--- config.mk ---
export PLATFORM = sky130hd
export DESIGN_NAME = reg_scoreboard
export DESIGN_NICKNAME = d
export VERILOG_FILES = /design/src/rtl/reg_scoreboard_pkg.sv /design/src/rtl/reg_scoreboard_dec5to32.sv /design/src/rtl/reg_scoreboard.sv
export SDC_FILE = /design/constraint.sdc
export NUM_CORES = 1
export LEC_CHECK = 0
export CAP_MARGIN = 10
export CORE_MARGIN = 1
export CORE_UTILIZATION = 26
export DETAILED_ROUTE_END_ITERATION = 7
export PLACE_DENSITY = 0.52
export SLEW_MARGIN = 25
export SYNTH_ARGS = -nofsm -noshare
export SYNTH_HDL_FRONTEND = slang
export SYNTH_SLANG_ARGS = --single-unit
--- constraint.sdc ---
create_clock -name I_clk -period 5.5 [get_ports I_clk]
set_input_delay 1.1 -clock I_clk [delete_from_list [all_inputs] [get_ports I_clk]]
set_output_delay 1.1 -clock I_clk [all_outputs]
set_load 0.05 [all_outputs]
--- src/rtl/reg_scoreboard_pkg.sv ---
// reg_scoreboard shared types and helpers.
// Register index, pending mask and outstanding-count types.
package reg_scoreboard_pkg;

  localparam int REG_AW  = 5;
  localparam int NREG    = 32;
  localparam int CNT_W   = 5;
  localparam int MAX_OUT_LO = 1;
  localparam int MAX_OUT_HI = 31;

  typedef logic [REG_AW-1:0] reg_addr_t;
  typedef logic [CNT_W-1:0]  scb_cnt_t;
  typedef logic [NREG-1:0]   reg_mask_t;

  // One-step count update: a set and a clear in the same cycle cancel.
  function automatic scb_cnt_t cnt_step(
    input scb_cnt_t c,
    input logic     inc,
    input logic     dec
  );
    scb_cnt_t r;
    unique case ({inc, dec})
      2'b10:   r = c + scb_cnt_t'(1);
      2'b01:   r = c - scb_cnt_t'(1);
      default: r = c;
    endcase
    return r;
  endfunction

endpackage

--- src/rtl/reg_scoreboard_dec5to32.sv ---
// scb_dec5to32: 5-to-32 one-hot decoder with enable.
// Output is all-zero when the enable is low.
module scb_dec5to32
  import reg_scoreboard_pkg::*;
(
  input  logic      I_en,
  input  reg_addr_t I_addr,
  output reg_mask_t O_onehot
);

  // Drive a single bit selected by the address when enabled.
  always_comb begin
    O_onehot = '0;
    if (I_en) begin
      O_onehot[I_addr] = 1'b1;
    end
  end

endmodule

--- src/rtl/reg_scoreboard.sv ---
// reg_scoreboard: tracks registers with long-latency writes in flight.
// Define SCB_WB_BYPASS_EN to let a same-cycle writeback release decode.
module reg_scoreboard
  import reg_scoreboard_pkg::*;
#(
  parameter int MAX_OUT = 4
) (
  input  logic      I_clk,
  input  logic      I_rst,
  input  logic      I_dec_rs1_re,
  input  reg_addr_t I_dec_rs1_raddr,
  input  logic      I_dec_rs2_re,
  input  reg_addr_t I_dec_rs2_raddr,
  input  logic      I_dec_rd_we,
  input  reg_addr_t I_dec_rd_waddr,
  input  logic      I_dec_long,
  input  logic      I_issue_valid,
  input  logic      I_flush,
  input  logic      I_wb_valid,
  input  reg_addr_t I_wb_waddr,
  output logic      O_stallreq,
  output logic      O_busy,
  output scb_cnt_t  O_pending_cnt,
  output logic      O_err
);

  reg_mask_t pending_q;
  reg_mask_t pending_d;
  scb_cnt_t  cnt_q;
  scb_cnt_t  cnt_d;
  logic      err_q;
  logic      err_d;

  logic      set;
  logic      clr;
  reg_mask_t set_oh;
  reg_mask_t clr_oh;
  reg_mask_t eff_pending;
  scb_cnt_t  eff_cnt;

  logic      rd_nz;
  logic      raw;
  logic      waw;
  logic      full;

  assign rd_nz = (I_dec_rd_waddr != '0);

  // A surviving long op with a real destination marks rd pending.
  assign set = I_issue_valid & I_dec_rd_we & I_dec_long
             & rd_nz & ~I_flush;

  // Only a writeback that matches a pending register retires it.
  assign clr = I_wb_valid & (I_wb_waddr != '0)
             & pending_q[I_wb_waddr];

  scb_dec5to32 u_dec_set (
    .I_en     (set),
    .I_addr   (I_dec_rd_waddr),
    .O_onehot (set_oh)
  );

  scb_dec5to32 u_dec_clr (
    .I_en     (clr),
    .I_addr   (I_wb_waddr),
    .O_onehot (clr_oh)
  );

  // Next state: clear first so a same-register set wins; x0 stays clear.
  always_comb begin
    pending_d    = (pending_q & ~clr_oh) | set_oh;
    pending_d[0] = 1'b0;
    cnt_d        = cnt_step(cnt_q, set, clr);
    err_d        = err_q | (I_wb_valid & ~clr);
  end

  // State registers; reset drops every outstanding write at once.
  always_ff @(posedge I_clk or posedge I_rst) begin
    if (I_rst) begin
      pending_q <= '0;
      cnt_q     <= '0;
      err_q     <= 1'b0;
    end else begin
      pending_q <= pending_d;
      cnt_q     <= cnt_d;
      err_q     <= err_d;
    end
  end

  // Hazard view of the pending set, optionally minus this cycle's writeback.
  always_comb begin
`ifdef SCB_WB_BYPASS_EN
    eff_pending = pending_q & ~clr_oh;
    eff_cnt     = cnt_q - {{(CNT_W-1){1'b0}}, clr};
`else
    eff_pending = pending_q;
    eff_cnt     = cnt_q;
`endif
  end

  // Stall on RAW, WAW, or when no outstanding slot is left for a long op.
  always_comb begin
    raw = (I_dec_rs1_re & eff_pending[I_dec_rs1_raddr])
        | (I_dec_rs2_re & eff_pending[I_dec_rs2_raddr]);
    waw = I_dec_rd_we & eff_pending[I_dec_rd_waddr];
    full = I_dec_long & I_dec_rd_we & rd_nz
         & (eff_cnt == scb_cnt_t'(MAX_OUT));
    O_stallreq = raw | waw | full;
  end

  assign O_busy        = (cnt_q != '0);
  assign O_pending_cnt = cnt_q;
  assign O_err         = err_q;

endmodule
Word-level counts from Yosys, hierarchy flattened. Cells that the tools add are included. Widths: inputs -> output; s select.

Register bits after elaboration: 37. Bits in latches: 0. Memory bits (writable): 0. ROM bits: 0. Input port bits: 29. Output and inout port bits: 8. Logic and storage cells: 57. Memories: 0.

Add/sub/neg operators: 2. Multipliers: 0. Div/mod/pow operators: 0. Order comparisons: 6. Equality and inequality tests: 3. Shifts and indexed selects: 0. Mux-type cells: 15. Bitwise operators: 22. Reduce and logical (&&, ||, !) cells: 6.

Operators with widths (number): $mux 32 (2); $and 32x32->32 (1); $not 32->32 (1); $or 32x32->32 (1); $lt 5x6->1 const B (4); $bmux 1 s5 (4); $reduce_bool 5->1 (3); $and 1x1->1 (13); $demux 1 s5 (2); $ge 5x1->1 const B (2); $pmux 5 s2 (1); $mux 1 (6); $add 5x1->5 const B (1); $eq 5x3->1 const B (1); $sub 5x1->5 const B (1); $or 1x1->1 (4); $eq 2x1->1 const B (1); $eq 2x2->1 const B (1); $logic_and 1x1->1 (2); $not 1->1 (2); $reduce_bool 2->1 (1).

Longest topological paths before layout.
Depth after elaboration: 8. Mapped depth: 15.

Hierarchy. From an unflattened synthesis, not the netlist that was laid out.

Cells, all modules: 324. Area, all modules: 3128.0 µm².

Modules (own cells, without submodules): reg_scoreboard (instances 1, cells each 230, area each 2667.6 µm²); scb_dec5to32 (instances 2, cells each 47, area each 230.2 µm²).

Least setup slack after synthesis. No wires, ideal clock.

Path type: input to output. Start point: input I_dec_rd_waddr[1]. End point: output O_stallreq. Data arrival time: 3.191 ns. Slack: 1.209 ns. Stages: 7. Path buffers: 2. Path through: buf_2 -> buf_2 -> nor2b_1 -> a22oi_1 -> o31a_1 -> o221a_2 -> o211ai_1.

Longest elaborated chain between the ends: 5. Elaborated cells on any way between the ends: 8. Those cells by class: mux (2); bitwise (5); reduce/logical (1).

RTL lines: start: declaration (RTL line reg_scoreboard.sv:15) `input reg_addr_t I_dec_rd_waddr,`; $bmux 1 s5 (RTL line reg_scoreboard.sv:104) `waw = I_dec_rd_we & eff_pending[I_dec_rd_waddr];`; $mux 1 (not written as such) (RTL line reg_scoreboard.sv:104); $and 1x1->1 (RTL line reg_scoreboard.sv:104); $or 1x1->1 (RTL line reg_scoreboard.sv:107) `O_stallreq = raw | waw | full;`; $or 1x1->1 (*) (RTL line reg_scoreboard.sv:107); end: declaration (RTL line reg_scoreboard.sv:21) `output logic O_stallreq,`.

Mark *: on every way between the ends. The rest lies on a longest branch, timed or not. The select of a mux whose other input is x is not followed.

Worst setup path in the final report.
Start point: input I_dec_rs1_raddr[0]. End point: output O_stallreq.

Longest elaborated chain between the ends: 6.

RTL lines: start: declaration (RTL line reg_scoreboard.sv:11) `input reg_addr_t I_dec_rs1_raddr,`; $bmux 1 s5 (RTL line reg_scoreboard.sv:102) `raw = (I_dec_rs1_re & eff_pending[I_dec_rs1_raddr])`; $mux 1 (not written as such) (RTL line reg_scoreboard.sv:102); $and 1x1->1 (RTL line reg_scoreboard.sv:102); $or 1x1->1 (RTL line reg_scoreboard.sv:103) `| (I_dec_rs2_re & eff_pending[I_dec_rs2_raddr]);`; $or 1x1->1 (2 in series) (RTL line reg_scoreboard.sv:107).

Every way passes these cells. The select of a mux whose other input is x is not followed.

==> flow_summary.html <==
<table>
<tr><th>Metric</th><th>Value</th></tr>
<tr><th colspan="2">STA</th></tr>
<tr><td>Shortest clock period the worst path allows after layout</td><td>4740 ps</td></tr>
<tr><td>Setup skew after layout</td><td>3.43 ps</td></tr>
<tr><td>Number of hold violations in the final report</td><td>0</td></tr>
<tr><td>Endpoints failing setup</td><td>0</td></tr>
<tr><td>Max-slew violation count</td><td>0</td></tr>
<tr><td>Slew headroom</td><td>29.5%</td></tr>
<tr><td>Pin slew with the least headroom to its limit</td><td>1060 ps</td></tr>
<tr><td>Max Clk Rate</td><td>0.211 GHz</td></tr>
<tr><td>Fraction of the cycle the final worst path needs</td><td>86.1%</td></tr>
<tr><td>Setup Total Neg Slack</td><td>0 ps</td></tr>
<tr><td>RSZ-0062 raised after global routing</td><td>no</td></tr>
<tr><th colspan="2">Place</th></tr>
<tr><td>Number of placed instances, taps included</td><td>462</td></tr>
<tr><td>Cell area after placement</td><td>0.00351 mm2</td></tr>
<tr><td>Port Buf Inserts</td><td>36</td></tr>
<tr><td>Placer's final routability congestion estimate</td><td>0.839</td></tr>
<tr><td>HPWL reported at the end of detailed placement</td><td>7.20 mm</td></tr>
<tr><th colspan="2">Finish</th></tr>
<tr><td>Area growth, synth to finish</td><td>21.7%</td></tr>
<tr><td>Non-filler cells, final</td><td>470</td></tr>
<tr><td>Leading cell types in the layout, fill and taps excluded</td><td>inv_1, dfrtp_1, clkdlybuf4s50_1, mux4_2</td></tr>
<tr><td>Post-layout utilization of the core</td><td>33.1%</td></tr>
<tr><td>Final Cell Area</td><td>0.00367 mm2</td></tr>
<tr><td>Fill cells</td><td>1131</td></tr>
<tr><td>Fraction of final layout cells with drive strength greater than 1</td><td>17.9%</td></tr>
<tr><td>Diodes inserted</td><td>0</td></tr>
<tr><td>Most common cell after layout, fill and taps aside</td><td>inv_1</td></tr>
<tr><td>Nets</td><td>361</td></tr>
<tr><th colspan="2">Critical path</th></tr>
<tr><td>Reg2Reg Depth</td><td>13</td></tr>
<tr><td>Data arrival, critical path</td><td>3640 ps</td></tr>
<tr><td>Worst path buffer plus inverter count</td><td>2</td></tr>
<tr><td>Critical Path Max Stage Delay</td><td>890 ps</td></tr>
<tr><td>Highest-delay cell along the critical path</td><td>clkdlybuf4s50_1</td></tr>
<tr><td>Required time reported for the critical path endpoint</td><td>4400 ps</td></tr>
<tr><td>Largest fanout on the critical path</td><td>9</td></tr>
<tr><td>Critical setup path kind</td><td>in2out</td></tr>
<tr><td>Critical path startpoint category</td><td>primary input</td></tr>
<tr><td>Family with the most delay on the worst path</td><td>multiplexers</td></tr>
<tr><td>Library cell appearing most often on the critical path</td><td>mux4_2</td></tr>
<tr><td>Worst path depth</td><td>7</td></tr>
<tr><td>Chain of cells forming the critical path</td><td>clkdlybuf4s50_1, mux4_2, mux4_2, o21ai_0, a31o_2, o211ai_1, buf_4</td></tr>
<tr><td>Nature of the critical path endpoint</td><td>primary output</td></tr>
<tr><th colspan="2">GRT</th></tr>
<tr><td>Wire length of the first global-routing pass</td><td>15.2 mm</td></tr>
<tr><td>Leftover overflow at the end of global routing</td><td>0</td></tr>
<tr><td>Pin count of the biggest net entering global routing</td><td>38</td></tr>
<tr><td>Tot GR Track Use</td><td>17.3%</td></tr>
<tr><td>Vias in the first global route</td><td>2558</td></tr>
<tr><td>Number of antenna violations at the first check in global routing</td><td>0</td></tr>
<tr><th colspan="2">Floorplan</th></tr>
<tr><td>Die Span X</td><td>110 um</td></tr>
<tr><td>Area of the core</td><td>0.0111 mm2</td></tr>
<tr><td>Number of top-level pins</td><td>37</td></tr>
<tr><td>Number of placement rows</td><td>38</td></tr>
<tr><td>Die outline height</td><td>110 um</td></tr>
<tr><td>Area of the die</td><td>0.0120 mm2</td></tr>
<tr><td>Effective utilization at floorplan</td><td>27.2%</td></tr>
<tr><th colspan="2">Logic synthesis</th></tr>
<tr><td>Synth Area per Inst</td><td>10.1 um2</td></tr>
<tr><td>Cell type contributing the most total cell area after synthesis</td><td>dfrtp_1</td></tr>
<tr><td>Synth Instances</td><td>298</td></tr>
<tr><td>Top_reg_cell synth</td><td>dfrtp_1</td></tr>
<tr><td>Proportion of synthesized chip area in sequential cells</td><td>30.7%</td></tr>
<tr><td>Synth top area cells</td><td>dfrtp_1, mux4_2, a22oi_1</td></tr>
<tr><td>Yosys synthesis warning count</td><td>0</td></tr>
<tr><td>Number of synthesized flops with an enable pin</td><td>0</td></tr>
<tr><td>Synthesized flop and latch total</td><td>37</td></tr>
<tr><td>Fraction of synthesized cell area taken by the top area cell type</td><td>30.7%</td></tr>
<tr><td>Synthesized netlist net count</td><td>330</td></tr>
<tr><td>Fraction of registers with async set/reset</td><td>100%</td></tr>
<tr><td>Post-synthesis cell area</td><td>0.00301 mm2</td></tr>
<tr><td>Cell variety after synth</td><td>43</td></tr>
<tr><th colspan="2">CTS</th></tr>
<tr><td>Setup fix buffers added after clock tree synthesis</td><td>0</td></tr>
<tr><td>Number of levels in the clock H-tree</td><td>2</td></tr>
<tr><td>TritonCTS clock tree</td><td>yes</td></tr>
<tr><td># hold bufs at CTS</td><td>0</td></tr>
<tr><td>Post-CTS Resized</td><td>0</td></tr>
<tr><td>Worst-case clock buffer depth</td><td>2</td></tr>
<tr><td>CTS Root Buffer Type</td><td>clkbuf_16</td></tr>
<tr><td># clock sinks</td><td>37</td></tr>
<tr><td>Reg clk slew, reported paths</td><td>60 ps</td></tr>
<tr><td>Clock network latency to the later pin of the worst-skew pair</td><td>280 ps</td></tr>
<tr><td>CTS buffer count</td><td>5</td></tr>
<tr><th colspan="2">Hold path</th></tr>
<tr><td>Number of cells on the worst hold path</td><td>1</td></tr>
<tr><td>Min-delay worst type</td><td>reg2reg</td></tr>
<tr><th colspan="2">Route</th></tr>
<tr><td>Average detailed-routed wire length per instance</td><td>20.4 um</td></tr>
<tr><td>Number of vias after detailed routing</td><td>2630</td></tr>
<tr><td>Iteration-0 DRC Markers</td><td>222</td></tr>
<tr><td>Routed wire length</td><td>9.61 mm</td></tr>
<tr><td>Detail-routed via count per cell</td><td>5.60</td></tr>
<tr><td>Antenna-violating nets left</td><td>0</td></tr>
<tr><td>Number of search-and-repair iterations in the first detailed-routing pass</td><td>5</td></tr>
<tr><td>DR DRC count</td><td>0</td></tr>
<tr><th colspan="2">Power and ir drop</th></tr>
<tr><td>Reported leakage power</td><td>1.54 nW</td></tr>
<tr><td>Cell area power density</td><td>258 mW/mm2</td></tr>
<tr><td>Worst voltage drop across the vdd grid</td><td>0.125 mV</td></tr>
<tr><th colspan="2">Run</th></tr>
<tr><td>Reported max-cap violation count</td><td>0</td></tr>
<tr><th colspan="2">Status</th></tr>
<tr><td>Status</td><td>finished clean</td></tr>
</table>
[cell type report]
| cell class | instances | area [um2] | area share, % |
|---|---|---|---|
| clock buffer | 7 | 153 | 4.16 |
| clock inverter | 1 | 5.00 | 0.137 |
| inverter | 38 | 143 | 3.89 |
| multi-input combinational | 207 | 1880 | 51.2 |
| sequential | 37 | 926 | 25.3 |
| tap | 140 | 175 | 4.78 |
| timing repair buffer | 40 | 388 | 10.6 |
[cells by family after synthesis]
group,synth area share [%]
buffers and inverters,6.98
flip-flops,30.7
XOR/XNOR,1.74
AND/OR/NAND/NOR,14.9
AO/OA/AOI/OAI,17.4
multiplexers,27.0
adder cells (fa/ha/maj),1.25
[power breakdown]
group          total [mW]  switching, mW  internal [mW]  leakage, nW
Sequential          0.336         0.0417          0.294        0.341
Combinational       0.304          0.177          0.127         1.12
Clock               0.305          0.113          0.192       0.0799
Total               0.945          0.332          0.613         1.54
[state kept, by name (all words and copies together), names as in the netlist]
| signal | cells |
|---|---|
| eff_pending | 31 |
| O_pending_cnt | 5 |
| O_err | 1 |
[synthesized netlist by cell type (2+ instances only)]
library cell  instances
inv_1                38
dfrtp_1              37
mux4_2               30
nand2_1              23
o21ai_0              23
a22oi_1              20
nor2b_1              13
o221ai_1             11
clkbuf_1              9
nor2_1                9
a21oi_1               8
mux2_2                7
buf_2                 6
mux2i_1               6
nand2b_1              5
nand3_1               5
nand3b_1              5
xor2_1                5
nand4_1               4
ha_1                  3
or3b_2                3
a221oi_1              2
and2_1                2
and3b_1               2
o211ai_1              2
o221a_2               2
or3_1                 2
[path summary, 6_finish.rpt]
path / from / end / slack (ps)
hold reg to reg: O_err / O_err / 470
min in group asynchronous: I_rst / eff_pending[7] / 1240
hold / removal: O_err / O_err / 470
max in group asynchronous: I_rst / eff_pending[19] / 3910
setup reg to reg: eff_pending[7] / O_pending_cnt[4] / 2150
setup / recovery: I_dec_rs1_raddr[0] / O_stallreq / 760
[metal layers]
metal	up-vias	part of all wire (%)	global-route usage [%]
met4	0	1.8	4.67
li1	1186	-	-
met3	11	7.3	3.08
met2	115	47	27.5
met1	1318	44	24.1
met5	-	0	0
[metrics by stage]
stage / hold WS [ps] / power (mW) / setup WS [ps]
6_report: 475 / 0.945 / 765
5_1_grt: 483 / 0.990 / 508
4_1_cts: 469 / 0.952 / 750
3_5_place_dp: 452 / 0.645 / 482
3_3_place_gp: 499 / 0.641 / 571
2_1_floorplan: 516 / 0.536 / 1210
(Power assumes the default switching activity.)
